## src/rtl/pipe_scroller_if.sv

```systemverilog
// Pipe-pattern interface between the scroller (consumer) and the pattern
// generator / game environment. The slave modport is the scroller side.
interface pipe_scroller_if;
    logic        Button;
    logic [15:0] Pattern1;
    logic [15:0] Pattern2;
    logic [15:0] BirdY;
    logic [15:0] PipesPosition1;
    logic [15:0] PipesPosition2;
    logic [15:0] GapTop1;
    logic [15:0] GapTop2;
    logic [15:0] Score;
    logic        Running;
    logic        GameOver;

    modport master (
        output Button, Pattern1, Pattern2, BirdY,
        input  PipesPosition1, PipesPosition2, GapTop1, GapTop2,
               Score, Running, GameOver
    );

    modport slave (
        input  Button, Pattern1, Pattern2, BirdY,
        output PipesPosition1, PipesPosition2, GapTop1, GapTop2,
               Score, Running, GameOver
    );
endinterface

```

## src/rtl/pipe_scroller.sv

```systemverilog
// pipe_scroller: scrolls two pipes leftward, latches their gap heights from
// the pattern generator at each respawn, detects bird/pipe collisions, counts
// the score and owns the IDLE/RUN/OVER game state.
// Optional feature macro: PIPE_SPEEDUP_EN -- scroll step grows with the score
// (STEP_PX + min(Score/SPEEDUP_EVERY, 3)). Undefined: constant STEP_PX step.
module pipe_scroller #(
    parameter int unsigned STEP_DIV     = 131072,
    parameter int unsigned SCREEN_W     = 640,
    parameter int unsigned PIPE_SPACING = 320,
    parameter int unsigned PIPE_W       = 60,
    parameter int unsigned GAP_H        = 120,
    parameter int unsigned BIRD_X       = 160,
    parameter int unsigned BIRD_W       = 34,
    parameter int unsigned BIRD_H       = 24,
    parameter int unsigned STEP_PX      = 1
`ifdef PIPE_SPEEDUP_EN
    ,
    parameter int unsigned SPEEDUP_EVERY = 10
`endif
) (
    input  logic           clk,
    input  logic           Reset,
    pipe_scroller_if.slave bus
);

    typedef enum logic [1:0] {
        ST_IDLE = 2'd0,
        ST_RUN  = 2'd1,
        ST_OVER = 2'd2
    } state_t;

    localparam int unsigned PRESC_W = (STEP_DIV > 2) ? $clog2(STEP_DIV) : 1;
    localparam logic [PRESC_W-1:0] PRESC_LAST = PRESC_W'(STEP_DIV - 1);
    localparam logic [PRESC_W-1:0] PRESC_ONE  = PRESC_W'(1);

    localparam logic [15:0] INIT_POS1   = 16'(SCREEN_W);
    localparam logic [15:0] INIT_POS2   = 16'(SCREEN_W + PIPE_SPACING);
    localparam logic [15:0] RELOAD_BASE = 16'(2 * PIPE_SPACING);

    localparam logic [16:0] PIPE_W17 = 17'(PIPE_W);
    localparam logic [16:0] GAP_H17  = 17'(GAP_H);
    localparam logic [16:0] BIRD_X17 = 17'(BIRD_X);
    localparam logic [16:0] BIRD_W17 = 17'(BIRD_W);
    localparam logic [16:0] BIRD_H17 = 17'(BIRD_H);

    // Next X of one pipe on a scroll step; zero is always visited and held for one step.
    function automatic logic [15:0] pipe_next(input logic [15:0] pos, input logic [15:0] s);
        logic [15:0] res;
        if (pos == 16'd0) begin
            res = RELOAD_BASE - s;
        end else if (pos <= s) begin
            res = 16'd0;
        end else begin
            res = pos - s;
        end
        return res;
    endfunction

    // Right edge of the pipe moves from the bird's right side to at-or-left of its left edge.
    function automatic logic pipe_cross(input logic [15:0] old_pos, input logic [15:0] new_pos);
        logic old_right;
        logic new_left;
        old_right = ({1'b0, old_pos} + PIPE_W17) > BIRD_X17;
        new_left  = ({1'b0, new_pos} + PIPE_W17) <= BIRD_X17;
        return old_right && new_left;
    endfunction

    // Bird box overlaps the pipe column and is not fully inside its gap.
    function automatic logic pipe_hit(input logic [15:0] pos, input logic [15:0] gap,
                                      input logic [15:0] bird_y);
        logic x_ovl;
        logic y_out;
        x_ovl = ({1'b0, pos} <= (BIRD_X17 + BIRD_W17 - 17'd1)) &&
                (({1'b0, pos} + PIPE_W17 - 17'd1) >= BIRD_X17);
        y_out = ({1'b0, bird_y} < {1'b0, gap}) ||
                (({1'b0, bird_y} + BIRD_H17) > ({1'b0, gap} + GAP_H17));
        return x_ovl && y_out;
    endfunction

    // Score plus 0..2, saturating at all-ones.
    function automatic logic [15:0] score_add(input logic [15:0] score, input logic [1:0] inc);
        logic [16:0] sum;
        sum = {1'b0, score} + {15'd0, inc};
        if (sum[16]) begin
            return 16'hFFFF;
        end else begin
            return sum[15:0];
        end
    endfunction

    state_t             state_q, state_d;
    logic [PRESC_W-1:0] presc_q, presc_d;
    logic [15:0]        pos1_q, pos1_d;
    logic [15:0]        pos2_q, pos2_d;
    logic [15:0]        gap1_q, gap1_d;
    logic [15:0]        gap2_q, gap2_d;
    logic [15:0]        score_q, score_d;
    logic               running_q, running_d;
    logic               over_q, over_d;

    logic [15:0]        step_sz_s;
    logic               step_s;
    logic               coll_s;
    logic [15:0]        pos1_nx_s;
    logic [15:0]        pos2_nx_s;
    logic [1:0]         cross_cnt_s;
    logic [15:0]        score_inc_s;

`ifdef PIPE_SPEEDUP_EN
    logic [15:0] speed_lvl_s;

    // Step size grows by one pixel per SPEEDUP_EVERY points, capped at +3.
    always_comb begin
        speed_lvl_s = score_q / 16'(SPEEDUP_EVERY);
        if (speed_lvl_s > 16'd3) begin
            step_sz_s = 16'(STEP_PX) + 16'd3;
        end else begin
            step_sz_s = 16'(STEP_PX) + speed_lvl_s;
        end
    end
`else
    assign step_sz_s = 16'(STEP_PX);
`endif

    // Step strobe, collision and per-step datapath candidates.
    always_comb begin
        step_s      = (state_q == ST_RUN) && (presc_q == PRESC_LAST);
        coll_s      = (state_q == ST_RUN) &&
                      (pipe_hit(pos1_q, gap1_q, bus.BirdY) || pipe_hit(pos2_q, gap2_q, bus.BirdY));
        pos1_nx_s   = pipe_next(pos1_q, step_sz_s);
        pos2_nx_s   = pipe_next(pos2_q, step_sz_s);
        cross_cnt_s = {1'b0, pipe_cross(pos1_q, pos1_nx_s)} +
                      {1'b0, pipe_cross(pos2_q, pos2_nx_s)};
        score_inc_s = score_add(score_q, cross_cnt_s);
    end

    // FSM state register.
    always_ff @(posedge clk or negedge Reset) begin
        if (!Reset) begin
            state_q <= ST_IDLE;
        end else begin
            state_q <= state_d;
        end
    end

    // FSM next-state logic; Button is only looked at in IDLE and OVER.
    always_comb begin
        state_d = state_q;
        case (state_q)
            ST_IDLE: begin
                if (!bus.Button) begin
                    state_d = ST_RUN;
                end else begin
                    state_d = ST_IDLE;
                end
            end
            ST_RUN: begin
                if (coll_s) begin
                    state_d = ST_OVER;
                end else begin
                    state_d = ST_RUN;
                end
            end
            ST_OVER: begin
                if (bus.Button) begin
                    state_d = ST_IDLE;
                end else begin
                    state_d = ST_OVER;
                end
            end
            default: begin
                state_d = ST_IDLE;
            end
        endcase
    end

    // FSM output logic: next values of pipes, gaps, score, prescaler and flags.
    always_comb begin
        presc_d   = '0;
        pos1_d    = pos1_q;
        pos2_d    = pos2_q;
        gap1_d    = gap1_q;
        gap2_d    = gap2_q;
        score_d   = score_q;
        case (state_q)
            ST_IDLE: begin
                pos1_d = INIT_POS1;
                pos2_d = INIT_POS2;
                if (!bus.Button) begin
                    gap1_d  = bus.Pattern1;
                    gap2_d  = bus.Pattern2;
                    score_d = 16'd0;
                end else begin
                    score_d = score_q;
                end
            end
            ST_RUN: begin
                if (step_s) begin
                    presc_d = '0;
                    pos1_d  = pos1_nx_s;
                    pos2_d  = pos2_nx_s;
                    // A respawning pipe takes its new gap from the generator.
                    if (pos1_q == 16'd0) begin
                        gap1_d = bus.Pattern1;
                    end else begin
                        gap1_d = gap1_q;
                    end
                    if (pos2_q == 16'd0) begin
                        gap2_d = bus.Pattern2;
                    end else begin
                        gap2_d = gap2_q;
                    end
                    // No points for a step that coincides with a crash.
                    if (coll_s) begin
                        score_d = score_q;
                    end else begin
                        score_d = score_inc_s;
                    end
                end else begin
                    presc_d = presc_q + PRESC_ONE;
                end
            end
            ST_OVER: begin
                if (bus.Button) begin
                    pos1_d = INIT_POS1;
                    pos2_d = INIT_POS2;
                end else begin
                    pos1_d = pos1_q;
                    pos2_d = pos2_q;
                end
            end
            default: begin
                pos1_d = INIT_POS1;
                pos2_d = INIT_POS2;
            end
        endcase
        running_d = (state_d == ST_RUN);
        over_d    = (state_d == ST_OVER);
    end

    // Datapath and output flag registers.
    always_ff @(posedge clk or negedge Reset) begin
        if (!Reset) begin
            presc_q   <= '0;
            pos1_q    <= INIT_POS1;
            pos2_q    <= INIT_POS2;
            gap1_q    <= 16'd0;
            gap2_q    <= 16'd0;
            score_q   <= 16'd0;
            running_q <= 1'b0;
            over_q    <= 1'b0;
        end else begin
            presc_q   <= presc_d;
            pos1_q    <= pos1_d;
            pos2_q    <= pos2_d;
            gap1_q    <= gap1_d;
            gap2_q    <= gap2_d;
            score_q   <= score_d;
            running_q <= running_d;
            over_q    <= over_d;
        end
    end

    assign bus.PipesPosition1 = pos1_q;
    assign bus.PipesPosition2 = pos2_q;
    assign bus.GapTop1        = gap1_q;
    assign bus.GapTop2        = gap2_q;
    assign bus.Score          = score_q;
    assign bus.Running        = running_q;
    assign bus.GameOver       = over_q;

endmodule

```

## src/flat_wrapper.sv

```systemverilog
// flat-port wrapper written by rule: the top's interface ports become plain ports
module pipe_scroller_flat 
#(
    parameter int unsigned STEP_DIV     = 131072,
    parameter int unsigned SCREEN_W     = 640,
    parameter int unsigned PIPE_SPACING = 320,
    parameter int unsigned PIPE_W       = 60,
    parameter int unsigned GAP_H        = 120,
    parameter int unsigned BIRD_X       = 160,
    parameter int unsigned BIRD_W       = 34,
    parameter int unsigned BIRD_H       = 24,
    parameter int unsigned STEP_PX      = 1

)
  (clk, Reset, bus_Button, bus_Pattern1, bus_Pattern2, bus_BirdY, bus_PipesPosition1, bus_PipesPosition2, bus_GapTop1, bus_GapTop2, bus_Score, bus_Running, bus_GameOver);
  pipe_scroller_if bus_i ();
  input  logic clk;
  input  logic Reset;
  input wire logic [$bits(bus_i.Button)-1:0] bus_Button;
  input wire logic [$bits(bus_i.Pattern1)-1:0] bus_Pattern1;
  input wire logic [$bits(bus_i.Pattern2)-1:0] bus_Pattern2;
  input wire logic [$bits(bus_i.BirdY)-1:0] bus_BirdY;
  output wire logic [$bits(bus_i.PipesPosition1)-1:0] bus_PipesPosition1;
  output wire logic [$bits(bus_i.PipesPosition2)-1:0] bus_PipesPosition2;
  output wire logic [$bits(bus_i.GapTop1)-1:0] bus_GapTop1;
  output wire logic [$bits(bus_i.GapTop2)-1:0] bus_GapTop2;
  output wire logic [$bits(bus_i.Score)-1:0] bus_Score;
  output wire logic [$bits(bus_i.Running)-1:0] bus_Running;
  output wire logic [$bits(bus_i.GameOver)-1:0] bus_GameOver;
  assign bus_i.Button = bus_Button;
  assign bus_i.Pattern1 = bus_Pattern1;
  assign bus_i.Pattern2 = bus_Pattern2;
  assign bus_i.BirdY = bus_BirdY;
  assign bus_PipesPosition1 = bus_i.PipesPosition1;
  assign bus_PipesPosition2 = bus_i.PipesPosition2;
  assign bus_GapTop1 = bus_i.GapTop1;
  assign bus_GapTop2 = bus_i.GapTop2;
  assign bus_Score = bus_i.Score;
  assign bus_Running = bus_i.Running;
  assign bus_GameOver = bus_i.GameOver;
  pipe_scroller #(.STEP_DIV(STEP_DIV), .SCREEN_W(SCREEN_W), .PIPE_SPACING(PIPE_SPACING), .PIPE_W(PIPE_W), .GAP_H(GAP_H), .BIRD_X(BIRD_X), .BIRD_W(BIRD_W), .BIRD_H(BIRD_H), .STEP_PX(STEP_PX)) u_core (.clk(clk), .Reset(Reset), .bus(bus_i));
endmodule
```

## config.mk

```make
export PLATFORM = sky130hd
export DESIGN_NAME = pipe_scroller_flat
export DESIGN_NICKNAME = d
export VERILOG_FILES = /design/src/rtl/pipe_scroller_if.sv /design/src/rtl/pipe_scroller.sv /design/src/flat_wrapper.sv
export SDC_FILE = /design/constraint.sdc
export NUM_CORES = 1
export LEC_CHECK = 0
export CAP_MARGIN = 20
export CORE_MARGIN = 4
export CORE_UTILIZATION = 60
export CTS_CLUSTER_DIAMETER = 120
export DETAILED_ROUTE_END_ITERATION = 8
export PLACE_DENSITY_LB_ADDON = 0.2
export SLEW_MARGIN = 15
export SYNTH_ARGS = -nofsm -noshare
export SYNTH_HDL_FRONTEND = slang
export SYNTH_SLANG_ARGS = --single-unit
```

## constraint.sdc

```tcl
create_clock -name clk -period 10 [get_ports clk]
set_input_delay 1 -clock clk [delete_from_list [all_inputs] [get_ports clk]]
set_output_delay 1 -clock clk [all_outputs]
set_load 0.01 [all_outputs]
```

==> results of run 1 <==
[power by group]
group / switching [mW] / internal, mW
logic: 0.884 / 0.724
registers: 0.178 / 0.519
clock network: 0.173 / 0.183
total: 1.24 / 1.43
[area by class of cell]
cell class	count	area (µm²)
multi-input cells	867	5997
repair buffers	136	1346
clock inverters	6	68.82
flip-flops and latches	101	2535
fillers	1133	3948
well taps	184	230.2
clock buffers	10	239.0
inverters	60	225.2
[kinds of logic after synthesis]
| group | Yosys count |
|---|---|
| buffers and inverters | 117 |
| and+or+nand+nor | 413 |
| DFF | 101 |
| AOI/OAI and AO/OA | 271 |
| xor gates and xnor gates | 81 |
| adders and majority gates | 80 |
| muxes | 22 |
[synthesized netlist by cell type (33+ instances only)]
cell type | n | area, µm²
xnor2_1 | 53 | 464.2
nand4_1 | 33 | 206.5
nor2_1 | 78 | 292.8
inv_1 | 60 | 225.2
nand3_1 | 41 | 205.2
clkbuf_1 | 46 | 172.7
nand2_1 | 82 | 307.8
ha_1 | 79 | 988.5
nor3_1 | 45 | 225.2
o21ai_0 | 78 | 390.4
a21oi_1 | 50 | 250.2
dfrtp_1 | 95 | 2377
[sequential cells by signal, summed over array words and instances, names as in the netlist]
name / cells
u_core.presc_q: 17
u_core.bus.GapTop1: 16
u_core.bus.GapTop2: 16
u_core.bus.PipesPosition1: 16
u_core.bus.PipesPosition2: 16
u_core.bus.Score: 16
u_core.state_q: 2
u_core.bus.GameOver: 1
u_core.bus.Running: 1
[worst max-delay path by stage]
stage / slack (ns) / to / cells after the start
2_1_floorplan: 4.47 / u_core.bus.Score[7]$_DFFE_PN0P_ / 24
3_3_place_gp: 3.41 / u_core.bus.Score[7]$_DFFE_PN0P_ / 21
3_5_place_dp: 3.26 / u_core.bus.Score[7]$_DFFE_PN0P_ / 21
4_1_cts: 3.24 / u_core.bus.Score[7]$_DFFE_PN0P_ / 21
5_1_grt: 3.09 / u_core.bus.Score[7]$_DFFE_PN0P_ / 21
6_report: 3.77 / u_core.bus.Score[7]$_DFFE_PN0P_ / 21
[metal layers]
layer	GRT usage, %	up-vias	share of wire [%]	routed length (µm)
li1	-	4168	-	-
met1	41.22	4171	45	11150
met2	46.38	398	45	11270
met3	4.634	50	7.7	1917
met4	10.71	0	2.5	632
met5	0	-	0	0
[metrics by stage]
stage / hold slack (ns) / total power, mW / cells
2_1_floorplan: 0.4329 / 1.770 / 1085
3_3_place_gp: 0.4504 / 2.234 / 1347
3_5_place_dp: 0.4612 / 2.272 / 1347
4_1_cts: 0.4712 / 2.645 / 1363
5_1_grt: 0.4714 / 2.882 / 1364
6_report: 0.4719 / 2.661 / 1364
[critical path, stage by stage, from the launching register on]
cell and delay (ns):
dfrtp_1 0.56, inv_1 0.20, ha_1 0.33, nor3b_1 0.42, nand2_1 0.15, xor2_1 0.18, a311oi_1 0.31, o21ai_1 0.16
nor4b_4 0.35, nand2b_1 0.13, o32a_1 0.34, or4_1 0.59, fa_1 0.40, inv_1 0.07, ha_1 0.19, nand2_1 0.08
nor2_1 0.22, nand3_1 0.18, nor3_1 0.73, o21ai_0 0.21, a2bb2oi_1 0.16, a41oi_1 0.17
==> metrics.cfg, run 1 <==
[yosys]
synth_edf_count = 0
synthXorXnorAreaFrac_pct = 7.893
synth-compound-area-share_pct = 20.25
synth_top_family_by_area = simple AND/OR/NAND/NOR gates
yosys.area_share.simple_pct = 24.53
synth_area_um2 = 8989
yosys.area_share.adder_pct = 11.22
synthMuxAreaShare_pct = 2.700
async_flop_share_pct = 100.0
synth_flop_cell = dfrtp_1
ys_types = 83
yosysSeqAreaShare_pct = 28.20
ys_ff_latch = 101
syn_inst = 1085
synth_nets = 1216
avgSynthCellArea_um2 = 8.284
synth_warnings = 0

[floorplan]
initial_core_util_pct = 61.61
die_area_um2 = 17000
die_width_um = 130.4
num_io_pins = 133
coreArea_um2 = 14590
die_y_um = 130.4
rows = 44

[placement]
hpwlAfterDp_mm = 18.60
routabilityCongestion = 0.9401
port_buffers = 132
post-place-ws_ns = 3.264
placed_cell_area_um2 = 10320

[clock_network]
ctsResizeCount = 0
clock_sinks = 101
clk_latency_ns = 0.36
clockBufferDepth = 2
path_clk_slew_ns = 0.08
cts-root-buf = clkbuf_16
numCtsBuffers = 9
post-cts-setup-buffer-count = 0
cts_tree = built
cts.htree.levels = 3
hold_buffers = 0

[final_layout]
mostFrequentLayoutCells = clkdlybuf4s50_1, dfrtp_1, nand2_1
drive_gt1_share_pct = 6.695
antenna_cells = 0
synthToLayoutAreaGrowth_pct = 18.39
utilization_pct = 72.94
layout.nets = 1306
fin_area_um2 = 10640
final_common_cell = clkdlybuf4s50_1

[global_routing]
grt_pass1_wl_mm = 40.55
grt_overflow_total = 0
grt_pass1_vias = 8278
antenna_found_initial = 0
grt_max_degree = 75
grt_usage_pct = 29.40

[route]
antenna_left = 0
drt_iter0_drc = 883
vias = 8787
drc = 0
wl_per_cell_um = 18.31
via_per_inst = 6.442
drtPass1Iterations = 5
drt-total-wl_mm = 24.97

[worst_hold_path]
hold_depth = 1
min_from = u_core.presc_q[0]$_DFF_PN0_
hold_class = flip-flop to flip-flop
holdPathEnd = u_core.presc_q[0]$_DFF_PN0_

[timing]
fin_ws_ns = 3.775
max_slew.worst_pin.slew_ns = 1.004
slew_violations = 0
hold_viol = 0
finClkSkew_ns = 0.01057
period_share_pct = 62.25
max-slew-margin-rel_pct = 33.04
rsz0062_at_grt = false
post-route-min-period_ns = 6.225
max_freq_mhz = 160.6
setup_tns_ns = 0
final-setup-viol-count = 0

[status]
status = completed

[critical_path]
reg2reg_slack_ns = 3.77
r2r_start = u_core.bus.PipesPosition1[2]$_DFFE_PN0P_
crit-reg2reg-capture = u_core.bus.Score[7]$_DFFE_PN0P_
crit_path_end_kind = flip-flop
cp.arrival_ns = 6.50
required_ns = 10.27
ff2ff_path_depth = 21
path_max_fanout = 18
crit_start = u_core.bus.PipesPosition1[2]$_DFFE_PN0P_
crit_type = flip-flop to flip-flop
crit_path_start_kind = flip-flop

[pwr]
ir_drop_mv = 0.1280
power_density_nw_per_um2 = 250.1
p_leak_nw = 4.496

[run]
maxCapViolations = 0

Power figures use the tool's default switching activity.
==> run 2, diff against run 1 <==
CORE_UTILIZATION = 56   (was 60)
clock period = 6.4 ns   (was 10 ns; I/O delays follow)
==> run 2 against run 1 <==
Effect of this change:
- sequential power increased by 54%
- via count is 1.2% lower
- clock skew increased by 0.0014 ns
- worst setup slack lost 3.2 ns
==> metrics.cfg, run 2 (same netlist as run 1, synthesis figures left out) <==
[status]
status = completed

[pwr]
ir_drop_mv = 0.2391
p_leak_nw = 4.527
power_density_nw_per_um2 = 392.6

[final_layout]
fin_area_um2 = 10730
largest_reg_flops = 17
synthToLayoutAreaGrowth_pct = 19.36
mostFrequentLayoutCells = clkdlybuf4s50_1, dfrtp_1, nand2_1
drive_gt1_share_pct = 7.016
antenna_cells = 0
layout.nets = 1309
final_common_cell = clkdlybuf4s50_1
fill_cells = 1335
instances_no_fill = 1399
top_register = u_core.presc_q
utilization_pct = 67.79

[clock_network]
numCtsBuffers = 9
cts-root-buf = clkbuf_16
cts_tree = built
clk_latency_ns = 0.37
post-cts-setup-buffer-count = 0
cts.htree.levels = 3
path_clk_slew_ns = 0.08
ctsResizeCount = 0
clock_sinks = 101
clockBufferDepth = 2
hold_buffers = 0

[timing]
period_share_pct = 90.62
max_freq_mhz = 172.4
timing.hold.ws_ns = 0.2057
rsz0062_at_grt = false
final-setup-viol-count = 0
max_slew.worst_pin.slew_ns = 1.043
max-slew-margin-rel_pct = 30.44
hold_viol = 0
setup_tns_ns = 0
slew_violations = 0
post-route-min-period_ns = 5.800
finClkSkew_ns = 0.01199

[global_routing]
grt_overflow_total = 0
grt_pass1_vias = 8414
antenna_found_initial = 0
grt_pass1_wl_mm = 41.73
grt_usage_pct = 27.89
grt_max_degree = 72

[critical_path]
crit_path_start_kind = flip-flop
required_ns = 6.68
crit_type = flip-flop to flip-flop
crit_path_end_kind = flip-flop
crit_chain = inv_1 > ha_1 > nor3b_1 > buf_4 > nand2_1 > xor2_1 > a311oi_1 > o21ai_1 > nor4b_4 > nand2b_1 > o32a_1 > or4_1 > fa_1 > inv_1 > ha_1 > nand2_1 > nor2_1 > and3_1 > nand4_1 > nand4_1 > mux2i_1 > nor3_1
critPathSlowestCell = or4_1
critPathTopFamily = simple AND/OR/NAND/NOR gates
slowest_delay_ns = 0.58
cp_num_buf_inv = 3
path_max_fanout = 18
cp.arrival_ns = 6.08

[route]
drc = 0
drt-total-wl_mm = 25.07
wl_per_cell_um = 17.92
drt_iter0_drc = 743
via_per_inst = 6.203
antenna_left = 0
vias = 8678
drtPass1Iterations = 5

[placement]
hpwlAfterDp_mm = 18.86
routabilityCongestion = 0.9138
port_buffers = 132
placed_cell_area_um2 = 10400
dp_cells = 1383

[run]
maxCapViolations = 0

[floorplan]
coreArea_um2 = 15830
die_width_um = 134.7
die_area_um2 = 18140
initial_core_util_pct = 56.79
num_io_pins = 133
rows = 46
die_y_um = 134.7

[worst_hold_path]
hold_class = input port to async pin

run 2: changes by cell type in the layout (fill, tap and decap cells not counted), sizes merged:
cell,change
buf,+3
clkbuf,-1
clkinv,+1
clkinvlp,-1
inv,+1
run 2: final cells by class:
cell class                 instances  area, µm²  area share (%)
tap                              216      270.3           2.519
timing repair buffer             139       1371           12.78
clock inverter                     7      108.9           1.015
sequential                       101       2535           23.63
inverter                          60      225.2           2.099
multi-input combinational        867       5993           55.86
clock buffer                       9      225.2           2.099
run 2: final timing paths:
check | startpoint | endpoint | slack (ns) | cells past startpoint
hold reg to reg | u_core.presc_q[0]$_DFF_PN0_ | u_core.presc_q[0]$_DFF_PN0_ | 0.47 | 1
max in group asynchronous | Reset | u_core.bus.PipesPosition2[1]$_DFFE_PN0P_ | 4.95 | 2
setup / recovery | u_core.bus.PipesPosition1[2]$_DFFE_PN0P_ | u_core.bus.Score[13]$_DFFE_PN0P_ | 0.60 | 22
setup reg to reg | u_core.bus.PipesPosition1[2]$_DFFE_PN0P_ | u_core.bus.Score[13]$_DFFE_PN0P_ | 0.60 | 22
hold / removal | Reset | u_core.bus.GapTop1[14]$_DFFE_PN0P_ | 0.21 | 1
min in group clk | u_core.presc_q[0]$_DFF_PN0_ | u_core.presc_q[0]$_DFF_PN0_ | 0.47 | 1
run 2: routing by layer:
layer | wire (µm) | vias up | GRT usage (%) | share of wire, %
met2 | 11780 | 355 | 45.69 | 47
met3 | 1806 | 60 | 5.477 | 7.2
li1 | - | 4171 | - | -
met4 | 805 | 0 | 10.69 | 3.2
met5 | 0 | - | 0 | 0
met1 | 10680 | 4092 | 36.57 | 43
run 2: power breakdown:
part	internal [mW]	switching [mW]
sequential	0.810	0.265
clock	0.291	0.307
combinational	1.14	1.40
run 2: through the flow:
stage / worst slack (ns) / total power [mW]
finish: 0.6003 / 4.212
CTS: 0.6657 / 4.207
floorplan: 0.8668 / 2.766
global route: 0.1181 / 4.575
detailed placement: 0.7403 / 3.582
global placement: 0.8988 / 3.525
